$ cat src/rtl/rand_lcg_gen_if.sv
// Valid/ready sample stream carrying one pseudo-random value per transfer.
interface rand_lcg_gen_if #(
    parameter int unsigned OUT_W = 15
);
    logic             out_valid;
    logic             out_ready;
    logic [OUT_W-1:0] out_data;

    modport master (output out_valid, output out_data, input out_ready);
    modport slave  (input out_valid, input out_data, output out_ready);
endinterface

$ cat src/rtl/rand_lcg_gen.sv
// Parametrised LCG random source with synchronous seeding and a valid/ready output.
// Optional rejection sampling against range_max is enabled by defining RAND_RANGE_EN.
module rand_lcg_gen #(
    parameter int unsigned          STATE_W  = 32,
    parameter int unsigned          OUT_W    = 15,
    parameter int unsigned          OUT_LSB  = 16,
    parameter logic [STATE_W-1:0]   MULT     = STATE_W'(32'h343FD),
    parameter logic [STATE_W-1:0]   INC      = STATE_W'(32'h269EC3),
    parameter bit                   FREE_RUN = 1'b1
) (
    input  logic               clk,
    input  logic               rst_n,
    input  logic               seed_load,
    input  logic [STATE_W-1:0] seed,
    output logic [15:0]        xfer_cnt,
    output logic               seeded,
`ifdef RAND_RANGE_EN
    input  logic [OUT_W-1:0]   range_max,
`endif
    rand_lcg_gen_if.master     bus
);
    localparam int unsigned CNT_W = 16;

    typedef enum logic [1:0] {
        ST_IDLE  = 2'd0,
        ST_PRIME = 2'd1,
        ST_RUN   = 2'd2
    } state_e;

    state_e             r_fsm;
    state_e             w_fsm_nxt;
    logic [STATE_W-1:0] r_state;
    logic [STATE_W-1:0] w_state_nxt;
    logic [STATE_W-1:0] w_step;
    logic [CNT_W-1:0]   r_xfer_cnt;
    logic [CNT_W-1:0]   w_xfer_cnt_nxt;
    logic               r_seeded;
    logic               w_seeded_nxt;
    logic               r_valid;
    logic               w_valid_nxt;
    logic [OUT_W-1:0]   w_extract;
    logic               w_reject_c;
    logic               w_valid;
    logic               w_xfer;

    assign w_step    = r_state * MULT + INC;
    assign w_extract = r_state[OUT_LSB +: OUT_W];

    // A sample above range_max is hidden and skipped so accepted values stay uniform.
`ifdef RAND_RANGE_EN
    assign w_reject_c = (r_fsm == ST_RUN) && (w_extract > range_max);
`else
    assign w_reject_c = 1'b0;
`endif

    assign w_valid = r_valid && !w_reject_c;
    assign w_xfer  = w_valid && bus.out_ready;

    always_ff @(posedge clk or negedge rst_n) begin
        if (!rst_n) begin
            r_fsm      <= ST_IDLE;
            r_state    <= '0;
            r_xfer_cnt <= '0;
            r_seeded   <= 1'b0;
            r_valid    <= 1'b0;
        end else begin
            r_fsm      <= w_fsm_nxt;
            r_state    <= w_state_nxt;
            r_xfer_cnt <= w_xfer_cnt_nxt;
            r_seeded   <= w_seeded_nxt;
            r_valid    <= w_valid_nxt;
        end
    end

    always_comb begin
        w_fsm_nxt      = r_fsm;
        w_state_nxt    = r_state;
        w_xfer_cnt_nxt = r_xfer_cnt;
        w_seeded_nxt   = r_seeded;

        case (r_fsm)
            ST_IDLE: begin
                if (seed_load) begin
                    w_state_nxt    = seed;
                    w_xfer_cnt_nxt = '0;
                    w_fsm_nxt      = ST_PRIME;
                end
            end
            ST_PRIME: begin
                if (seed_load) begin
                    w_state_nxt    = seed;
                    w_xfer_cnt_nxt = '0;
                end else begin
                    w_state_nxt  = w_step;
                    w_seeded_nxt = 1'b1;
                    w_fsm_nxt    = ST_RUN;
                end
            end
            ST_RUN: begin
                // Reseed beats a same-cycle transfer: the sample is consumed but the count restarts.
                if (seed_load) begin
                    w_state_nxt    = seed;
                    w_xfer_cnt_nxt = '0;
                    w_fsm_nxt      = ST_PRIME;
                end else begin
                    if (FREE_RUN || w_xfer || w_reject_c) begin
                        w_state_nxt = w_step;
                    end
                    if (w_xfer) begin
                        w_xfer_cnt_nxt = r_xfer_cnt + CNT_W'(1);
                    end
                end
            end
            default: begin
                w_fsm_nxt = ST_IDLE;
            end
        endcase

        w_valid_nxt = (w_fsm_nxt == ST_RUN);
    end

    assign bus.out_valid = w_valid;
    assign bus.out_data  = w_extract;
    assign xfer_cnt      = r_xfer_cnt;
    assign seeded        = r_seeded;
endmodule

$ cat src/flat_wrapper.sv
// flat-port wrapper written by rule: the top's interface ports become plain ports
module rand_lcg_gen_flat 
#(
    parameter int unsigned          STATE_W  = 32,
    parameter int unsigned          OUT_W    = 15,
    parameter int unsigned          OUT_LSB  = 16,
    parameter logic [STATE_W-1:0]   MULT     = STATE_W'(32'h343FD),
    parameter logic [STATE_W-1:0]   INC      = STATE_W'(32'h269EC3),
    parameter bit                   FREE_RUN = 1'b1
)
  (clk, rst_n, seed_load, seed, xfer_cnt, seeded, bus_out_valid, bus_out_data, bus_out_ready);
  rand_lcg_gen_if #(.OUT_W(OUT_W)) bus_i ();
  input  logic clk;
  input  logic rst_n;
  input  logic seed_load;
  input  logic [STATE_W-1:0] seed;
  output logic [15:0] xfer_cnt;
  output logic seeded;
  output wire logic [$bits(bus_i.out_valid)-1:0] bus_out_valid;
  output wire logic [$bits(bus_i.out_data)-1:0] bus_out_data;
  input wire logic [$bits(bus_i.out_ready)-1:0] bus_out_ready;
  assign bus_out_valid = bus_i.out_valid;
  assign bus_out_data = bus_i.out_data;
  assign bus_i.out_ready = bus_out_ready;
  rand_lcg_gen #(.STATE_W(STATE_W), .OUT_W(OUT_W), .OUT_LSB(OUT_LSB), .MULT(MULT), .INC(INC), .FREE_RUN(FREE_RUN)) u_core (.clk(clk), .rst_n(rst_n), .seed_load(seed_load), .seed(seed), .xfer_cnt(xfer_cnt), .seeded(seeded), .bus(bus_i));
endmodule
$ cat config.mk
export PLATFORM = sky130hd
export DESIGN_NAME = rand_lcg_gen_flat
export DESIGN_NICKNAME = d
export VERILOG_FILES = /design/src/rtl/rand_lcg_gen_if.sv /design/src/rtl/rand_lcg_gen.sv /design/src/flat_wrapper.sv
export SDC_FILE = /design/constraint.sdc
export NUM_CORES = 1
export LEC_CHECK = 0
export CORE_MARGIN = 2
export CORE_UTILIZATION = 39
export DETAILED_ROUTE_END_ITERATION = 10
export MAX_ROUTING_LAYER = met4
export SLEW_MARGIN = 15
export SYNTH_ARGS = -nofsm -noshare
export SYNTH_HDL_FRONTEND = slang
export SYNTH_SLANG_ARGS = --single-unit
$ cat constraint.sdc
create_clock -name clk -period 15.7 [get_ports clk]
set_clock_uncertainty 0.15 [all_clocks]
set_input_delay 3.14 -clock clk [delete_from_list [all_inputs] [get_ports clk]]
set_output_delay 3.14 -clock clk [all_outputs]
set_load 0.01 [all_outputs]
# Yosys cells after proc, flatten, opt, wreduce, memory -nomap -nowiden
# Index checks and enable logic that the tools add are counted.
# word_totals
out_inout_bits	33
reg_bits	52
in_bits	36
# classes
eq_ne	6
reduce_logical	10
n_addsub	2
n_mul	1
muxes	10
bitwise_logic	1
# op_table
operator	count
32-bit two-way mux	2
32-bit one-hot mux with 2 select lines	1
16-bit two-way mux	3
32-bit by 22-bit adder with 32-bit output (second input constant)	1
32-bit by 18-bit multiplier with 32-bit output (second input constant)	1
16-bit one-hot mux with 2 select lines	1
16-bit by 1-bit adder with 16-bit output (second input constant)	1
2-bit OR reduction	3
2-bit == test (second input constant)	2
2-bit two-way mux	2
2-bit one-hot mux with 2 select lines	1
2-bit AND reduction	2
2-bit nonzero test	2
3-bit by 2-bit inequality test with 1-bit output (second input constant)	1
3-bit AND reduction	1
2-bit by 1-bit == test with 1-bit output (second input constant)	1
2-bit zero test	1
2-bit by 1-bit inequality test with 1-bit output (second input constant)	1
2-bit inequality test (second input constant)	1
1-bit logical AND	1
1-bit NOT	1

# Longest topological paths before layout
# Gate-level depths: netlist (run 1).
# depth
ltp_word	4
mapped_depth	22
ltp_nobuf	22

# Worst setup path after synthesis (run 1)
# No wires, ideal clock.
# synth_timing
kind	flip-flop to flip-flop
start	register u_core.r_state[3]
end	register u_core.r_state[27]
t_required_ps	15416
stages_incl_launch_ff	21
arrival_ps	5639
n_path_buf	0
path_slack_ps	9776
path_cell_list	dfrtp_1 > fa_1 > inv_1 > fa_1 > fa_1 > inv_1 > fa_1 > inv_1 > fa_1 > fa_1 > inv_1 > ha_1 > and4_4 > or3_1 > o22ai_2 > o2111ai_2 > a41oi_2 > o21ai_1 > a21o_1 > a2111oi_2 > a211oi_1
# synth_between
elab_chain_cells	4
# synth_lines
element	line_no	text
from (decl)	rand_lcg_gen.sv:32	logic [STATE_W-1:0] r_state;
from (signal assigned)	rand_lcg_gen.sv:68	r_state <= w_state_nxt;
32-bit by 18-bit multiplier with 32-bit output	rand_lcg_gen.sv:46	assign w_step = r_state * MULT + INC;
32-bit by 22-bit adder with 32-bit output	rand_lcg_gen.sv:46	
32-bit two-way mux	rand_lcg_gen.sv:101	if (seed_load) begin
32-bit one-hot mux with 2 select lines	rand_lcg_gen.sv:81	case (r_fsm)
# No other way between the ends.
# A chain may end at the register's enable or synchronous reset.

# Final worst setup path (run 1)
# layout_timing
start	register u_core.r_state[5]
end	register u_core.r_state[24]
# The elaborated chain is that of the path after synthesis.

==> reports/results.ini, run 1 <==
[yosys]
netlist_instances = 1102
yosysWarnings = 0
syn_area_um2 = 10300
synth.yosys.seq_area_share_pct = 12.4
synthArstFlopShare_pct = 100
synth.distinct_cells = 60
ys_seq_elements = 51
synth_fp_nets = 1452
synth-edff-count = 0
synthFlopType = dfrtp_1
syn_avg_cell_area_um2 = 9.35

[finish]
n_antenna_cell = 0
drive_gt1_share_pct = 2.62
area_delta_synth_final_pct = 10.4
nets = 1492
final_cell_mix = inv_1, fa_1, ha_1
layout_commonest_cell = inv_1
final_cells = 1478

[cts]
clk_path_buf_depth = 2
ctsResizeCount = 0
cts_tree = yes
post_cts.repair.setup_buffers = 0
h-tree-depth = 2
insertion_delay_ps = 300
cts-root-buf = clkbuf_16
clkTransAtPathRegs_ps = 80
cts_sinks = 51
postCtsHoldBufs = 0
cts_buffers = 5

[place]
port_buffers = 67
dp_hpwl_um = 21700
dp_cells = 1470
gp_congestion = 0.909
dp_slack_ps = 9050

[critical_path]
cp_slowest_cell = dfrtp_1
crit_family = adder cells
cpMostUsedCell = fa_1
slowest_delay_ps = 650
crit_arrival_ps = 6740
startpoint_type = flip-flop
crit_type = reg -> reg
cp_cell_sequence = inv_1, fa_1, fa_1, fa_1, inv_1, fa_1, fa_1, inv_1, fa_1, inv_1, ha_1, a21oi_1, o21ai_1, a2111oi_2, o2bb2ai_1, a31o_2, o21ai_4, a21oi_2, o2111a_1, nor3_1
rrSetupSlack_ps = 9010
crit_required_ps = 15760
critPathBufInv = 4
worstSetupEndpointType = flip-flop
cp_max_fo = 8

[routing]
met3_length_um = 912
wl_um = 25400
drtPass1Iterations = 5
ant_nets = 0
top_layer_used = met4
wl_met2_um = 12100
drt_iter0_drc = 499
routedWlPerCell_um = 17.2
route.detailed.drc = 0
met1_length_um = 12000
vias = 7300
via_per_inst = 4.94

[floorplan]
dieArea_um2 = 27700
fp.dieW_um = 167
rows = 59
initial_core_util_pct = 39.6
coreArea_um2 = 26000
fp.dieH_um = 167
ioPinCount = 69

[timing]
relSlewSlack_pct = 38.7
fin_crit_ps = 6690
rsz0062_at_grt = false
final_max_slew_viol_count = 0
fin_setup_tns_ps = 0
finalCritPeriodShare_pct = 42.6
setup_viol = 0
tightest_slew_ps = 917
fmax_mhz = 150
finalHoldViolCount = 0
fin_ws_ps = 9010

[global_routing]
grt-ovfl-total = 0
antenna_found_initial = 0
grt_pass1_vias = 7678
grt_max_degree = 52
grt_pass1_wl_um = 42000
grt_usage_pct = 19.7

[status]
status = completed

[min_path]
min_path_type = reg -> reg

[flow_run]
cap_violations = 0

## through the flow
stage,cell area [um2],util (%),hold WS (ps)
finish,11400,43.8,333
global route,11400,43.8,349
CTS,11400,43.7,338
detailed placement,11200,43.2,321
global placement,11200,43.2,304
floorplan,10300,-,343
## final timing paths
check	from	end	depth (start not counted)
min in group asynchronous	rst_n	u_core.xfer_cnt[9]	2
max reg2reg	u_core.r_state[5]	u_core.r_state[24]	20
min reg2reg	u_core.seeded	u_core.seeded	1
min	u_core.seeded	u_core.seeded	1
max in group asynchronous	rst_n	u_core.r_state[21]	2
max	u_core.r_state[5]	u_core.r_state[24]	20
## flip-flops by register name (all words and copies together), names as in the netlist
name / flops
u_core.seeded: 1
u_core.xfer_cnt: 16
u_core.r_state: 31
u_core.r_fsm: 2
u_core.bus.out_valid: 1
## final cells by class
type                            instances  area, um2
Clock buffer                            6        139
Clock inverter                          2       13.8
Sequential cell                        51       1280
Multi-Input combinational cell        665       7520
Fill cell                            2572      14600
Timing Repair Buffer                   70        688
Tap cell                              335        419
Inverter                              349       1310
## routing by layer
metal	GRT usage, %	up-vias
met2	31.8	139
li1	-	3476
met4	3.19	0
met3	1.78	23
met5	-	-
met1	27.7	3662
## logic make-up after synthesis
family                   Yosys count  share of synthesized area (%)
AND/OR/NAND/NOR                  108                           5.31
adder cells (fa/ha/maj)          315                           50.9
flip-flops                        51                           12.4
AO/OA/AOI/OAI                    179                           11.4
multiplexers                       2                          0.206
buffers and inverters            386                           14.6
XOR/XNOR                          61                           5.19
## cell usage after synthesis (2+ instances only)
cell type  number  area (um2)
or2_2           2        12.5
nor2_2          2        12.5
o22a_1          2        17.5
dfrtp_1        51        1280
inv_1         349        1310
fa_1          174        3480
clkbuf_1       18        67.6
o22ai_1        28         175
nor2_1         20        75.1
nor4_1          2        12.5
o21ai_0        25         125
nand4_1         4        25.0
o211ai_1        2        15.0
nand3_1        11        55.1
nand2_1        32         120
a32oi_1         2        17.5
a22o_1          7        61.3
nor2b_1         7        43.8
and4_1          4        35.0
a21o_1         13        97.6
nor3_1          5        25.0
xnor2_1        35         307
a211oi_1        3        22.5
xor2_1         26         228
buf_1           4        15.0
ha_1          140        1750
a31oi_1         8        50.1
or3_1           5        31.3
and3_1          4        25.0
a21oi_1        61         305
o31ai_1         2        15.0
buf_4          15         113
o21ai_1         5        25.0
and2_1          3        18.8
o2bb2ai_1       2        17.5
nand2b_1        4        25.0
a2111oi_2       2        30.0
Power of run 1 is not shown: default switching activity piles up to over one toggle a cycle in this logic, so the estimate is an artifact.
==> inputs of run 2 (changes only) <==
- clock period: 15.7 -> 6.5 ns (I/O delays scaled with it)
==> reports/results.ini, run 2 (same netlist as run 1, synthesis figures left out) <==
[global_routing]
grt_pass1_vias = 7883  ; +2.7%
busiest_layer = met2
grt_pass1_wl_um = 43400  ; +3.4%
grt_usage_pct = 20.4  ; +0.71 points
use_met2_pct = 33.6  ; +1.7 points
antenna_found_initial = 0  ; unchanged
grt_use_met1_pct = 28.8  ; +1.1 points
grt-ovfl-total = 0  ; unchanged
grt_max_degree = 52  ; unchanged
global_route.usage.met3_pct = 0.903  ; -0.88 points

[critical_path]
cp_max_fo = 5  ; -3
crit_arrival_ps = 6290  ; -450 ps
rrSetupSlack_ps = 230  ; -8780 ps
rr_worst_depth = 20  ; unchanged
startpoint_type = flip-flop
r2r_start = u_core.r_state[4]
crit_path_start = u_core.r_state[4]
cp-endpoint = u_core.r_state[27]
worstSetupEndpointType = flip-flop
crit_required_ps = 6530  ; -9230 ps
reg2reg_to = u_core.r_state[27]
crit_type = reg -> reg

[routing]
vias = 7422  ; +1.7%
via_per_inst = 4.95  ; +0.25%
drt_iter0_drc = 452  ; -9.4%
route.detailed.drc = 0  ; unchanged
routedWlPerCell_um = 17.5  ; +1.6%
wl_um = 26200  ; +3.0%
drtPass1Iterations = 4  ; -1
ant_nets = 0  ; unchanged

[finish]
final_cell_mix = inv_1, fa_1, ha_1
area_delta_synth_final_pct = 12.0
layout_commonest_cell = inv_1
n_antenna_cell = 0  ; unchanged
finalInstanceArea_um2 = 11500  ; +1.5%
drive_gt1_share_pct = 4.55  ; +1.9 points
largest_register = u_core.r_state
post-route-util_pct = 44.4  ; +0.64 points
largest_register_ffs = 31  ; unchanged
nets = 1514  ; +1.5%

[cts]
postCtsHoldBufs = 0  ; unchanged
cts_tree = yes
cts_buffers = 5  ; unchanged
post_cts.repair.setup_buffers = 0  ; unchanged
clk_path_buf_depth = 2  ; unchanged
ctsResizeCount = 0  ; unchanged
h-tree-depth = 2  ; unchanged
insertion_delay_ps = 300  ; about the same
clkTransAtPathRegs_ps = 70  ; about the same
cts-root-buf = clkbuf_16
cts_sinks = 51  ; unchanged

[floorplan]
fp.dieW_um = 167  ; unchanged
ioPinCount = 69  ; unchanged
fp.dieH_um = 167  ; unchanged
dieArea_um2 = 27700  ; unchanged
coreArea_um2 = 26000  ; unchanged
initial_core_util_pct = 39.6  ; unchanged
rows = 59  ; unchanged

[status]
status = completed

[timing]
setup_viol = 0  ; unchanged
fin_ws_ps = 235  ; -8780 ps
final_max_slew_viol_count = 0  ; unchanged
fmax_mhz = 160  ; +6.7%
rsz0062_at_grt = false
tightest_slew_ps = 1230  ; +310 ps
finalCritPeriodShare_pct = 96.4  ; +54 points
fin_setup_tns_ps = 0  ; unchanged
finalHoldViolCount = 0  ; unchanged
relSlewSlack_pct = 18.0  ; -21 points
fin_crit_ps = 6270  ; -421 ps

[min_path]
min_path_type = reg -> reg

[flow_run]
cap_violations = 0  ; unchanged

[place]
placed_cell_area_um2 = 11400  ; +1.5%
dp_slack_ps = 244  ; -8800 ps
port_buffers = 67  ; unchanged
gp_congestion = 0.916  ; +0.79%
dp_hpwl_um = 22700  ; +4.8%

run 2: per-stage QoR:
step,hold WS [ps],instances
after CTS,322,1499
after floorplan,343,1102
after global placement,293,1492
after global routing,358,1499
final,313,1499
after detailed placement,305,1492
run 2: layout make-up:
| cell class | count | area (um2) |
|---|---|---|
| multi-input cells | 665 | 7530 |
| well taps | 335 | 419 |
| fillers | 2574 | 14400 |
| repair buffers | 92 | 853 |
| flip-flops and latches | 51 | 1280 |
| clock inverters | 1 | 8.76 |
| clock buffers | 6 | 139 |
| inverters | 349 | 1310 |
run 2: per-layer routing:
metal	wire, um	vias to the layer above
met5	0	-
met4	393	0
met3	799	18
met2	12700	159
met1	12300	3733
li1	-	3512
run 2: worst min-delay path by stage:
stage | endpoint | slack, ps | start | cells past startpoint
after detailed placement | u_core.seeded | 300 | u_core.seeded | 1
after global routing | u_core.seeded | 360 | u_core.seeded | 1
after CTS | u_core.seeded | 320 | u_core.seeded | 1
final | u_core.seeded | 310 | u_core.seeded | 1
after floorplan | u_core.seeded | 340 | u_core.seeded | 1
after global placement | u_core.seeded | 290 | u_core.seeded | 1
run 2: worst max-delay path, cell delays in order, from the launching register on:
cell and delay (ps):
dfrtp_2 470, fa_1 500, inv_1 160, fa_1 430, fa_1 550, inv_1 60, fa_1 490, inv_1 50
fa_1 460, fa_1 550, inv_1 40, ha_1 320, and4_4 190, or3_1 330, o22ai_2 140, o2111ai_2 210
a41oi_2 230, o21ai_1 140, a21o_1 230, a2111oi_2 360, a211oi_1 80
Power of run 2 is left out for the same reason.
==> inputs of run 3 (changes only) <==
- MAX_ROUTING_LAYER: met4 -> default
==> reports/results.ini, run 3 (same netlist as run 1, synthesis figures left out) <==
[routing]
route.detailed.drc = 0  ; unchanged
routedWlPerCell_um = 17.4  ; -0.29%
ant_nets = 0  ; unchanged
via_per_inst = 4.92  ; -0.65%
drt_iter0_drc = 460  ; +1.8%
drtPass1Iterations = 5  ; +1
wl_um = 26100  ; -0.29%
vias = 7374  ; -0.65%

[place]
port_buffers = 67  ; unchanged
gp_congestion = 0.900  ; -1.7%
dp_cells = 1492  ; unchanged
dp_hpwl_um = 22700  ; unchanged

[finish]
final_cells = 1499  ; unchanged
area_delta_synth_final_pct = 12.0  ; unchanged
layout_commonest_cell = inv_1
drive_gt1_share_pct = 4.55  ; unchanged
fillers = 2574  ; unchanged
n_antenna_cell = 0  ; unchanged
largest_register = u_core.r_state
nets = 1514  ; unchanged
final_cell_mix = inv_1, fa_1, ha_1
largest_register_ffs = 31  ; unchanged

[critical_path]
crit_family = adder cells
cpMostUsedCell = fa_1
cp_max_fo = 5  ; unchanged
crit_arrival_ps = 6280  ; about the same
crit_required_ps = 6530  ; about the same
critPathBufInv = 4  ; unchanged
crit_type = reg -> reg
slowest_delay_ps = 550  ; about the same
worstSetupEndpointType = flip-flop
startpoint_type = flip-flop
cp_cell_sequence = fa_1, inv_1, fa_1, fa_1, inv_1, fa_1, inv_1, fa_1, fa_1, inv_1, ha_1, and4_4, or3_1, o22ai_2, o2111ai_2, a41oi_2, o21ai_1, a21o_1, a2111oi_2, a211oi_1
cp_slowest_cell = fa_1

[timing]
finalCritPeriodShare_pct = 96.3  ; -0.11 points
tightest_slew_ps = 1220  ; -5.44 ps
fin_crit_ps = 6260  ; -7.28 ps
fmax_mhz = 160  ; +0.12%
fin_setup_tns_ps = 0  ; unchanged
rsz0062_at_grt = false
final_max_slew_viol_count = 0  ; unchanged
finalHoldViolCount = 0  ; unchanged
relSlewSlack_pct = 18.3  ; +0.36 points
setup_viol = 0  ; unchanged

[cts]
cts_sinks = 51  ; unchanged
postCtsHoldBufs = 0  ; unchanged
h-tree-depth = 2  ; unchanged
cts_buffers = 5  ; unchanged
clk_path_buf_depth = 2  ; unchanged
clkTransAtPathRegs_ps = 80  ; about the same
insertion_delay_ps = 300  ; about the same
cts_tree = yes
cts-root-buf = clkbuf_16

[floorplan]
initial_core_util_pct = 39.6  ; unchanged
coreArea_um2 = 26000  ; unchanged
rows = 59  ; unchanged
ioPinCount = 69  ; unchanged
fp.dieW_um = 167  ; unchanged
fp.dieH_um = 167  ; unchanged
dieArea_um2 = 27700  ; unchanged

[status]
status = completed

[global_routing]
grt_usage_pct = 19.8  ; -0.61 points
grt_pass1_wl_um = 43400  ; about the same
grt-ovfl-total = 0  ; unchanged
antenna_found_initial = 0  ; unchanged
grt_pass1_vias = 7883  ; unchanged
grt_max_degree = 52  ; unchanged

[min_path]
min_path_type = reg -> reg

[flow_run]
cap_violations = 0  ; unchanged

-- run 3: cell counts in the layout (fill, tap and decap cells not counted) --
No cell type changed its count.
-- run 3: area by class of cell --
cell class,count,area [um2],area share (%)
well taps,335,419,3.63
inverters,349,1310,11.4
flip-flops and latches,51,1280,11.1
clock buffers,6,139,1.20
multi-input cells,665,7530,65.2
clock inverters,1,8.76,0.0759
repair buffers,92,853,7.40
-- run 3: layer usage --
metal,track usage (%),vias up,part of all wire [%]
li1,-,3517,-
met1,28.6,3696,47
met2,33.6,145,48
met3,1.21,16,3.0
met4,3.37,0,1.4
met5,0,-,0
-- run 3: metrics by stage --
step | utilization [%] | instance area [um2] | hold slack, ps | setup slack, ps
after CTS | 44.4 | 11500 | 322 | 219
after global placement | 43.8 | 11400 | 293 | 276
after global routing | 44.4 | 11500 | 358 | 10.3
final | 44.4 | 11500 | 316 | 242
after detailed placement | 43.8 | 11400 | 305 | 244
after floorplan | - | 10300 | 343 | 576
-- run 3: repair_timing --
item                       in CTS  in global routing
setup endpoints to repair       0                  2
gates resized for setup         0                  3
buffers inserted                0                  0
-- run 3: worst paths after layout --
check / slack (ps) / cells past startpoint / start / endpoint
max in group asynchronous: 4730 / 2 / rst_n / u_core.r_state[4]
min in group asynchronous: 960 / 2 / rst_n / u_core.xfer_cnt[9]
max reg2reg: 240 / 20 / u_core.r_state[4] / u_core.r_state[27]
max: 240 / 20 / u_core.r_state[4] / u_core.r_state[27]
min reg2reg: 320 / 1 / u_core.seeded / u_core.seeded
min: 320 / 1 / u_core.seeded / u_core.seeded
Power of run 3 is left out for the same reason.
